File: src/rtl/dmem_obi_bridge_pkg.sv
// Shared definitions for the data-memory to OBI bridge and its lane helper.
// Width codes, FSM state encoding and timeout counter width.
package dmem_obi_bridge_pkg;

   localparam logic [1:0] W_BYTE = 2'b00;
   localparam logic [1:0] W_HALF = 2'b01;
   localparam logic [1:0] W_WORD = 2'b10;

   localparam int TIMER_W = 8;

   typedef enum logic [1:0] {
      S_IDLE = 2'd0,
      S_ADDR = 2'd1,
      S_DATA = 2'd2
   } state_e;

endpackage

File: src/rtl/dmem_lane_align.sv
// Combinational byte-lane helper: byte enables, store-data replication and
// right-alignment of load data. Width code 11 behaves as a word.
module dmem_lane_align
   import dmem_obi_bridge_pkg::*;
#(
   parameter int XLEN = 32
) (
   input  logic [1:0]      width_i,
   input  logic [1:0]      offset_i,
   input  logic [XLEN-1:0] wdata_i,
   input  logic [XLEN-1:0] rdata_i,
   output logic [3:0]      be_o,
   output logic [XLEN-1:0] wdata_o,
   output logic [XLEN-1:0] rdata_o
);

   always_comb begin
      be_o    = 4'b1111;
      wdata_o = wdata_i;
      rdata_o = rdata_i;
      case (width_i)
         W_BYTE: begin
            be_o    = 4'b0001 << offset_i;
            wdata_o = {(XLEN/8){wdata_i[7:0]}};
            rdata_o = rdata_i >> {offset_i, 3'b000};
         end
         W_HALF: begin
            be_o    = 4'b0011 << {offset_i[1], 1'b0};
            wdata_o = {(XLEN/16){wdata_i[15:0]}};
            rdata_o = rdata_i >> {offset_i[1], 4'b0000};
         end
         default: ;
      endcase
   end

endmodule

File: src/rtl/dmem_obi_bridge.sv
// Bridges the single-outstanding dmem request stream onto an OBI data bus,
// with a per-transfer timeout and a sticky bus-error capture.
module dmem_obi_bridge
   import dmem_obi_bridge_pkg::*;
#(
   parameter int XLEN        = 32,
   parameter int TIMEOUT_CYC = 255
) (
   input  logic            clk_i,
   input  logic            rst_ni,
   input  logic            dmem_req_i,
   input  logic            dmem_cmd_i,
   input  logic [1:0]      dmem_width_i,
   input  logic [XLEN-1:0] dmem_addr_i,
   input  logic [XLEN-1:0] dmem_wdata_i,
   output logic [XLEN-1:0] dmem_rdata_o,
   output logic            dmem_resp_o,
   output logic            obi_req_o,
   input  logic            obi_gnt_i,
   output logic            obi_we_o,
   output logic [3:0]      obi_be_o,
   output logic [XLEN-1:0] obi_addr_o,
   output logic [XLEN-1:0] obi_wdata_o,
   input  logic            obi_rvalid_i,
   input  logic [XLEN-1:0] obi_rdata_i,
   input  logic            obi_err_i,
   output logic            bus_err_o,
   output logic [XLEN-1:0] bus_err_addr_o
);

   state_e               state_q, state_d;
   logic                 cmd_q;
   logic [1:0]           width_q;
   logic [XLEN-1:0]      addr_q, wdata_q;
   logic [TIMER_W-1:0]   timer_q, timer_d;
   logic                 orphan_q, abandon_q, bus_err_q;
   logic [XLEN-1:0]      bus_err_addr_q;
   logic                 timeout, rvalid_eff, resp, forced, capture, err_event;
   logic [3:0]           lane_be;
   logic [XLEN-1:0]      lane_wdata, lane_rdata;

   assign timeout    = (TIMEOUT_CYC != 0) && (timer_q >= TIMER_W'(TIMEOUT_CYC));
   // A response owed to an already force-completed transfer must not complete the next one.
   assign rvalid_eff = obi_rvalid_i & ~orphan_q;
   assign err_event  = forced | (resp & ~forced & obi_err_i);

   always_comb begin
      state_d   = state_q;
      obi_req_o = 1'b0;
      resp      = 1'b0;
      forced    = 1'b0;
      capture   = 1'b0;
      unique case (state_q)
         S_IDLE: begin
            if (dmem_req_i) begin
               capture = 1'b1;
               state_d = S_ADDR;
            end
         end
         S_ADDR: begin
            if (timeout) begin
               state_d = S_DATA;
            end else begin
               obi_req_o = 1'b1;
               if (obi_gnt_i) state_d = S_DATA;
            end
         end
         S_DATA: begin
            if (rvalid_eff && !abandon_q) begin
               resp = 1'b1;
            end else if (timeout) begin
               resp   = 1'b1;
               forced = 1'b1;
            end
            if (resp) begin
               if (dmem_req_i) begin
                  capture = 1'b1;
                  state_d = S_ADDR;
               end else begin
                  state_d = S_IDLE;
               end
            end
         end
         default: state_d = S_IDLE;
      endcase
   end

   always_comb begin
      timer_d = timer_q;
      if (capture || state_q == S_IDLE) begin
         timer_d = '0;
      end else if (timer_q != '1) begin
         timer_d = timer_q + 1'b1;
      end
   end

   always_ff @(posedge clk_i or negedge rst_ni) begin
      if (!rst_ni) begin
         state_q        <= S_IDLE;
         timer_q        <= '0;
         cmd_q          <= 1'b0;
         width_q        <= 2'b00;
         addr_q         <= '0;
         wdata_q        <= '0;
         orphan_q       <= 1'b0;
         abandon_q      <= 1'b0;
         bus_err_q      <= 1'b0;
         bus_err_addr_q <= '0;
      end else begin
         state_q <= state_d;
         timer_q <= timer_d;
         if (capture) begin
            cmd_q   <= dmem_cmd_i;
            width_q <= dmem_width_i;
            addr_q  <= dmem_addr_i;
            wdata_q <= dmem_wdata_i;
         end
         // An address phase that timed out was never granted, so no late response can follow.
         if (state_q == S_ADDR && timeout) begin
            abandon_q <= 1'b1;
         end else if (resp) begin
            abandon_q <= 1'b0;
         end
         if (forced && !abandon_q) begin
            orphan_q <= 1'b1;
         end else if (obi_rvalid_i) begin
            orphan_q <= 1'b0;
         end
         if (err_event) begin
            bus_err_q <= 1'b1;
            if (!bus_err_q) bus_err_addr_q <= addr_q;
         end
      end
   end

   dmem_lane_align #(
      .XLEN(XLEN)
   ) u_lane (
      .width_i  (width_q),
      .offset_i (addr_q[1:0]),
      .wdata_i  (wdata_q),
      .rdata_i  (obi_rdata_i),
      .be_o     (lane_be),
      .wdata_o  (lane_wdata),
      .rdata_o  (lane_rdata)
   );

   assign dmem_resp_o    = resp;
   assign dmem_rdata_o   = forced ? '0 : lane_rdata;
   assign obi_we_o       = cmd_q;
   assign obi_be_o       = (state_q == S_IDLE) ? 4'b0000 : lane_be;
   assign obi_addr_o     = {addr_q[XLEN-1:2], 2'b00};
   assign obi_wdata_o    = lane_wdata;
   assign bus_err_o      = bus_err_q;
   assign bus_err_addr_o = bus_err_addr_q;

   // The load/store buffer may only issue while idle or in the cycle a response completes.
   a_no_req_while_busy : assert property (@(posedge clk_i) disable iff (!rst_ni)
      dmem_req_i |-> (state_q == S_IDLE) || resp);

endmodule

File: config.mk
export PLATFORM = sky130hd
export DESIGN_NAME = dmem_obi_bridge
export DESIGN_NICKNAME = d
export VERILOG_FILES = /design/src/rtl/dmem_obi_bridge_pkg.sv /design/src/rtl/dmem_lane_align.sv /design/src/rtl/dmem_obi_bridge.sv
export SDC_FILE = /design/constraint.sdc
export NUM_CORES = 1
export LEC_CHECK = 0
export BUFFER_PORTS_ARGS = -buffer_cell sky130_fd_sc_hd__buf_2
export CAP_MARGIN = 20
export CORE_ASPECT_RATIO = 1.5
export CORE_MARGIN = 3
export CORE_UTILIZATION = 53
export DETAILED_ROUTE_END_ITERATION = 6
export PLACE_DENSITY = 0.86
export RECOVER_POWER = 100
export SETUP_SLACK_MARGIN = 0.02
export SLEW_MARGIN = 10
export SYNTH_ARGS = -nofsm -noshare
export SYNTH_HDL_FRONTEND = slang
export SYNTH_SLANG_ARGS = --single-unit
File: constraint.sdc
create_clock -name clk_i -period 5.6 [get_ports clk_i]
set_input_delay 0.56 -clock clk_i [delete_from_list [all_inputs] [get_ports clk_i]]
set_output_delay 0.56 -clock clk_i [all_outputs]
set_load 0.02 [all_outputs]
* Word-level counts from Yosys, hierarchy flattened
Cells that the tools add are included.
Word-level totals: memory bits (writable) 0, bits in latches 0, flip-flop bits (word level) 112, memory bits (read-only) 0, memories 0, bits of input ports 105
Cells by class: add/sub/neg operators 1, eq/ne operators 7, mux-type cells 28, reductions and logical operators 12, divide/modulo/power cells 0, bitwise gates (word level) 7, shift operators 4, multiply operators 0, order comparisons 1
Operator list (count):
- $pmux 32 s2 | 2
- $shr 32x5->32 | 2
- $mux 32 | 1
- $mux 8 | 2
- $mux 1 | 15
- $add 8x1->8 const B | 1
- $ge 8x8->1 const B | 1
- $mux 2 | 4
- $ne 8x8->1 const B | 1
- $pmux 4 s2 | 1
- $pmux 2 s3 | 1
- $reduce_bool 2->1 | 3
- $eq 2x1->1 const B | 2
- $logic_not 2->1 | 2
- $mux 4 | 1
- $ne 2x2->1 const B | 2
- $shl 1x2->4 const A | 1
- $shl 2x2->4 const A | 1
- $and 1x1->1 | 3
- $logic_and 1x1->1 | 3
- $ne 3x3->1 const B | 1
- $not 1->1 | 3
- $reduce_and 3->1 | 1
- $eq 2x2->1 const B | 1
- other kinds (5) | 5

* Depth between registers and ports, before layout
Gate-level depths: netlist of run 1.
depth in word-level cells 10, gate-level depth with buffers 7, gate-level depth less buffers 5

* Modules after synthesis
From an unflattened synthesis of run 1, not the netlist that was laid out.
Second synthesis, totals: cells, all modules 539, area, all modules 6188.4 µm²
Modules (own cells, without submodules):
- dmem_obi_bridge | cells each 354, times used 1, area an instance 4898.4 µm²
- dmem_lane_align | cells each 185, times used 1, area an instance 1290.0 µm²

* Worst setup path after synthesis of run 1
OpenSTA, ideal clock, no wires.
kind input to output, from input port obi_rvalid_i, to output port dmem_rdata_o[4], arrival 1725 ps, cell stages on the path 4, path buffers 1, slack 3315 ps, data required time 5040 ps, cells stage by stage nor3b_1 nor4_4 buf_2 a21oi_1
Between the ends: word-level cells in the longest chain between the ends 5
Ends and longest elaborated chain:
- start, declared | line dmem_obi_bridge.sv:24 | input logic obi_rvalid_i,
- $and 1x1->1 | line dmem_obi_bridge.sv:44 | assign rvalid_eff = obi_rvalid_i & ~orphan_q;
- $logic_and 1x1->1 | line dmem_obi_bridge.sv:69 | if (rvalid_eff && !abandon_q) begin
- $mux 1 | line dmem_obi_bridge.sv:69
- $mux 1 | line dmem_obi_bridge.sv:53 | unique case (state_q)
- $mux 32 | line dmem_obi_bridge.sv:149 | assign dmem_rdata_o = forced ? '0 : lane_rdata;
- end, declared | line dmem_obi_bridge.sv:16 | output logic [XLEN-1:0] dmem_rdata_o,
No other way between the ends.

* Worst setup path after layout of run 1
from register timer_q[0], to register wdata_q[27]
Between the ends: word-level cells in the longest chain between the ends 6
Ends and longest elaborated chain:
- start, declared | line dmem_obi_bridge.sv:35 | logic [TIMER_W-1:0] timer_q, timer_d;
- start signal, assigned | line dmem_obi_bridge.sv:111 | timer_q <= timer_d;
- $ge 8x8->1 | line dmem_obi_bridge.sv:42 | assign timeout = (TIMEOUT_CYC != 0) && (timer_q >= TIMER_W'(TIMEOUT_CYC));
- $mux 1 | line dmem_obi_bridge.sv:71 | end else if (timeout) begin
- $mux 1 | line dmem_obi_bridge.sv:69
- $mux 1 | line dmem_obi_bridge.sv:53
- $mux 1 | line dmem_obi_bridge.sv:75 | if (resp) begin
- $pmux 1 s2 | line dmem_obi_bridge.sv:53
- end signal, assigned | line dmem_obi_bridge.sv:116 | wdata_q <= dmem_wdata_i;
- end, declared | line dmem_obi_bridge.sv:34 | logic [XLEN-1:0] addr_q, wdata_q;
No other way between the ends. The select of a mux whose other input is x is not followed. A chain may end at the register's enable or synchronous reset.

==> impl_metrics.yaml, run 1 <==
setup_path:
  timing.rr.start: "timer_q[0]$_DFFE_PN0P_"
  end_kind: "register"
  cp_max_fo: 37
  path_class: "reg2reg"
  critPathTopFamily: "buffers and inverters"
  cp_data_arrival_time_ns: 4.42
  cp_slowest_cell: "clkbuf_1"
  reg2reg_to: "wdata_q[27]$_DFFE_PN0P_"
  cp-start-kind: "register"
  crit_chain: "ha_1, nand3_4, o211ai_1, nand2_1, clkbuf_1, mux2_2"
  slowest_delay_ns: 1.61
  rr_worst_depth: 6
  cp_num_buf_inv: 1
  cp.required_ns: 5.81
  reg2reg_slack_ns: 1.39
die:
  die_y_um: 136.8
  start_util_pct: 54.40
  rows: 47
  die_w_um: 93.21
  io_pins: 241
  coreArea_um2: 11110
  die-area_um2: 12750
final_layout:
  areaGrowthSynthToFinish_pct: 15.46
  drive_gt1_share_pct: 30.74
  post-route-util_pct: 62.81
  fill_cells: 965
  diodes: 0
  layout.nets: 794
placement:
  gp_congestion: 0.9251
  dp_hpwl_mm: 11.54
  port_buffers: 238
yosys:
  synth_most_common_cell: "dfrtp_1"
  ys.flop_type: "dfrtp_1"
  async_flop_share_pct: 100.0
  synth_top_area_share_pct: 46.36
  yosysTopAreaCell: "dfrtp_1"
  syn-cell-area_um2: 6046
  synth_area_leaders: "dfrtp_1, mux2_2, mux2_4"
  synthTopCellsByCount: "dfrtp_1, mux2_2, buf_4"
  ys_ff_latch: 112
  synth.yosys.seq_area_share_pct: 46.36
  synth.distinct_cells: 51
  syn_inst: 505
  ys.warnings.count: 0
  synth.avg_cell_area_um2: 11.97
  synth_edf_count: 0
flow_run:
  maxCapViolCount: 3
timing:
  min_period_over_period_pct: 75.16
  rsz0062_at_grt: "false"
  setup_tns_ns: 0
  hold_viol: 0
  final.min_clock_period_ns: 4.209
  skew_ns: 0.008145
  slew_headroom_pct: -90.44
  slew_violations: 92
  worstMarginPinSlew_ns: 2.857
  max_freq_mhz: 237.6
  setup_viol: 0
drt:
  drtPass1Iterations: 5
  via_per_inst: 5.605
  drt-initial-drc-count: 157
  drc_errors: 0
  wl_per_cell_um: 17.97
  routed_wl_mm: 15.10
  num_vias: 4708
  ant_nets: 0
run_status:
  status: "finished with violations"
  violations: "capacitance limit, slew limit"
power_and_ir_drop:
  powerDensity_nw_per_um2: 653.2
  power_mw: 4.560
  p_leak_nw: 3.168
  ir_drop_uv: 349.8
clock_tree:
  post_cts_buffers: 0
  clk_latency_ns: 0.33
  cts_buffers: 9
  cts_tree: "built"
  clk_path_buf_depth: 2
  cts_root_buf: "clkbuf_16"
  cts.sinks: 112
  cts_resized: 0
  htreeDepth: 3
  clk_pin_slew_ns: 0.07
  hold_buffers: 0
hold_path:
  min-delay-start: "obi_gnt_i"
  hold_depth: 2
  worst_hold_path_type: "in2reg"
  whs_endpoint: "state_q[0]$_DFFE_PN0P_"
global_route:
  grt_pass1_wl_mm: 23.60
  grt-ovfl-total: 0
  grt_max_degree: 61
  antenna_found_initial: 0
  grt_pass1_vias: 4879
  groute.usage.overall_pct: 23.40
==> per-layer routing <==
metal / up-vias / wire [µm] / share of wire (%) / GRT usage, %
met4: 0 / 501 / 3.3 / 10.51
met5: - / 0 / 0 / 0
met2: 231 / 8235 / 55 / 44.01
met1: 2295 / 5192 / 34 / 24.54
met3: 41 / 1169 / 7.7 / 5.171
li1: 2141 / - / - / -
==> area by class of cell <==
type	instances	area (µm²)	share of cell area, %
Clock buffer	10	229.0	3.280
Clock inverter	6	115.1	1.649
Inverter	6	22.52	0.3226
Multi-Input combinational cell	317	2580	36.96
Sequential cell	112	2803	40.15
Tap cell	147	183.9	2.635
Timing Repair Buffer	242	1047	15.00
==> report_power, final <==
group	internal (mW)	total, mW	switching, mW
sequential	1.17	1.52	0.349
clock	0.440	0.721	0.281
combinational	0.869	2.32	1.45
==> worst max path at each step <==
stage,startpoint,to,slack [ns],cells after the start
after floorplan,obi_rvalid_i,dmem_rdata_o[4],3.32,4
after global placement,width_q[0]$_DFFE_PN0P_,dmem_rdata_o[6],2.53,5
after detailed placement,width_q[0]$_DFFE_PN0P_,dmem_rdata_o[2],2.38,5
after CTS,width_q[0]$_DFFE_PN0P_,dmem_rdata_o[2],2.00,5
after global routing,timer_q[0]$_DFFE_PN0P_,wdata_q[28]$_DFFE_PN0P_,1.09,6
final,timer_q[0]$_DFFE_PN0P_,wdata_q[27]$_DFFE_PN0P_,1.39,6
==> registers in the layout (all words and copies together), names as in the netlist <==
signal          cells
addr_q             32
bus_err_addr_o     32
wdata_q            32
timer_q             8
state_q             2
width_q             2
abandon_q           1
bus_err_o           1
obi_we_o            1
orphan_q            1
==> per-stage QoR <==
stage          instances  instance area, µm²  hold slack (ns)  setup slack [ns]
3_5_place_dp         824                6977           0.4863             2.376
4_1_cts              840                7321           0.2770             2.002
3_3_place_gp         824                6977           0.4783             2.533
6_report             840                6980           0.4299             1.391
5_1_grt              840                6980           0.4266             1.095
2_1_floorplan        506                6050           0.2644             3.315
==> cell families after synthesis <==
kind of cell	after synthesis	synth area share [%]
AND/OR/NAND/NOR	92	9.044
XOR/XNOR	4	0.5796
multiplexers	123	24.61
AO/OA/AOI/OAI	95	10.82
adder cells (fa/ha/maj)	1	0.2069
flip-flops	112	46.36
other	1	0.06203
buffers and inverters	77	8.320
==> cell usage in the layout (no fill, tap or decap), drive strengths merged, types with 5 or more instances in the layout <==
master   instances
a21boi           8
a21oi           13
a22o             8
a22oi           16
a2bb2oi          8
a31oi            8
and2             8
and3            10
buf            110
clkbuf         142
dfrtp          112
inv              7
mux2           115
mux2i            8
nand2           12
nor2            33
nor3             5
nor4bb           8
o21ai           22
(Power assumes the default switching activity.)
==> run 2, diff against run 1 <==
--- a/config.mk
+++ b/config.mk
@@ -9,9 +9,9 @@
 export CAP_MARGIN = 20
 export CORE_ASPECT_RATIO = 1.5
 export CORE_MARGIN = 3
-export CORE_UTILIZATION = 53
+export CORE_UTILIZATION = 49
 export DETAILED_ROUTE_END_ITERATION = 6
-export PLACE_DENSITY = 0.86
+export PLACE_DENSITY = 0.81
 export RECOVER_POWER = 100
 export SETUP_SLACK_MARGIN = 0.02
 export SLEW_MARGIN = 10
==> constraint.sdc (replaced) <==
create_clock -name clk_i -period 3.9 [get_ports clk_i]
set_input_delay 0.39 -clock clk_i [delete_from_list [all_inputs] [get_ports clk_i]]
set_output_delay 0.39 -clock clk_i [all_outputs]
set_load 0.02 [all_outputs]
==> run 2 against run 1 <==
  * The flow still finishes with violations (capacitance limit, slew limit)
  * Cell count grew 0.95%
  * Combinational power increased by 46%
  * Setup slack got worse by 0.71 ns
  * Clock power rose by 28%
  * Count of clock-buffer cells in the layout rose by 1
  * Cell area grew 0.13%
  * Utilization fell by 4.6 points
  * Sequential share of layout area down 0.050 points
  * Critical path type is now reg2out
==> impl_metrics.yaml, run 2 (synthesized netlist as in run 1, its figures left out) <==
run_status:
  status: "finished with violations"
  violations: "capacitance limit, slew limit"
drt:
  num_vias: 4623
  drc_errors: 0
  via_per_inst: 5.452
  drt-initial-drc-count: 216
  routed_wl_mm: 15.29
  drtPass1Iterations: 4
  wl_per_cell_um: 18.03
  ant_nets: 0
timing:
  rsz0062_at_grt: "false"
  skew_ns: 0.01082
  min_period_over_period_pct: 82.58
  max_freq_mhz: 310.5
  slew_violations: 76
  worstMarginPinSlew_ns: 2.268
  final.min_clock_period_ns: 3.220
  hold_viol: 0
  setup_viol: 0
  setup_tns_ns: 0
  setup_ws_ns: 0.6796
  slew_headroom_pct: -51.21
final_layout:
  layout.nets: 796
  final_cell_mix: "clkbuf_1, dfrtp_1, buf_2"
  diodes: 0
  drive_gt1_share_pct: 31.80
  layout_commonest_cell: "clkbuf_1"
  fill_cells: 1122
  areaGrowthSynthToFinish_pct: 15.60
  post-route-util_pct: 58.16
  finish.instance_area_um2: 6989
setup_path:
  cp_max_fo: 30
  cp.required_ns: 3.51
  path_class: "reg2out"
  cp_data_arrival_time_ns: 2.83
  end_kind: "primary output"
  cp-start-kind: "register"
clock_tree:
  post_cts_buffers: 0
  cts.sinks: 112
  htreeDepth: 3
  clk_pin_slew_ns: 0.08
  clk_path_buf_depth: 2
  cts_buffers: 9
  cts_resized: 0
  hold_buffers: 0
  cts_tree: "built"
  clk_latency_ns: 0.35
  cts_root_buf: "clkbuf_16"
global_route:
  grt_max_degree: 89
  grt_pass1_wl_mm: 24.73
  antenna_found_initial: 0
  grt-ovfl-total: 0
  grt_pass1_vias: 4905
  groute.usage.overall_pct: 21.89
power_and_ir_drop:
  power_mw: 6.452
  ir_drop_uv: 489.7
  p_leak_nw: 3.186
  powerDensity_nw_per_um2: 923.1
placement:
  postPlaceCellArea_um2: 7004
  dp_hpwl_mm: 11.49
  gp_congestion: 0.9031
  port_buffers: 238
  place_ws_ns: 1.190
die:
  die-area_um2: 13730
  io_pins: 241
  start_util_pct: 50.31
  die_y_um: 142.0
  die_w_um: 96.70
  coreArea_um2: 12020
  rows: 49
flow_run:
  maxCapViolCount: 2
hold_path:
  worst_hold_path_type: "in2reg"
[run 2: power breakdown]
| part | leakage [nW] | switching [mW] | internal (mW) |
|---|---|---|---|
| Sequential | 1.37 | 0.467 | 1.68 |
| Combinational | 1.66 | 2.13 | 1.26 |
| Clock | 0.150 | 0.440 | 0.482 |
| Total | 3.19 | 3.03 | 3.42 |
[run 2: final timing paths]
check / start / to / slack (ns) / cells past startpoint
setup / recovery: addr_q[0]$_DFFE_PN0P_ / dmem_rdata_o[7] / 0.68 / 5
hold / removal: obi_gnt_i / state_q[0]$_DFFE_PN0P_ / 0.24 / 2
setup reg to reg: timer_q[0]$_DFFE_PN0P_ / addr_q[29]$_DFFE_PN0P_ / 0.70 / 6
hold reg to reg: bus_err_addr_o[1]$_DFFE_PN0P_ / bus_err_addr_o[1]$_DFFE_PN0P_ / 0.50 / 1
max in group asynchronous: rst_ni / wdata_q[24]$_DFFE_PN0P_ / 1.13 / 2
min in group asynchronous: rst_ni / addr_q[4]$_DFFE_PN0P_ / 0.71 / 1
[run 2: critical path, stage by stage, from the launching register on]
cell      delay [ns]
dfrtp_1         0.77
nand2b_1        0.57
nor3_2          0.60
a22oi_1         0.14
a21oi_1         0.16
clkbuf_1        0.25
[run 2: metrics by stage]
step / instances / hold slack [ns]
global placement: 831 / 0.4830
finish: 848 / 0.2393
floorplan: 506 / 0.09441
global route: 848 / 0.2500
detailed placement: 831 / 0.4827
CTS: 847 / 0.2288
[run 2: metal layers]
layer,up-vias,part of all wire [%],global-route usage (%)
met1,2237,37,23.91
met5,-,0,0
met4,0,3.1,9.393
li1,2150,-,-
met2,201,53,40.17
met3,35,6.5,5.493
[run 2: cell type report]
type | instances | area, µm² | area share, %
Sequential cell | 112 | 2803 | 40.10
Multi-Input combinational cell | 317 | 2596 | 37.15
Timing Repair Buffer | 244 | 1079 | 15.43
Clock buffer | 11 | 252.7 | 3.616
Tap cell | 153 | 191.4 | 2.739
Clock inverter | 5 | 45.04 | 0.6445
Inverter | 6 | 22.52 | 0.3222
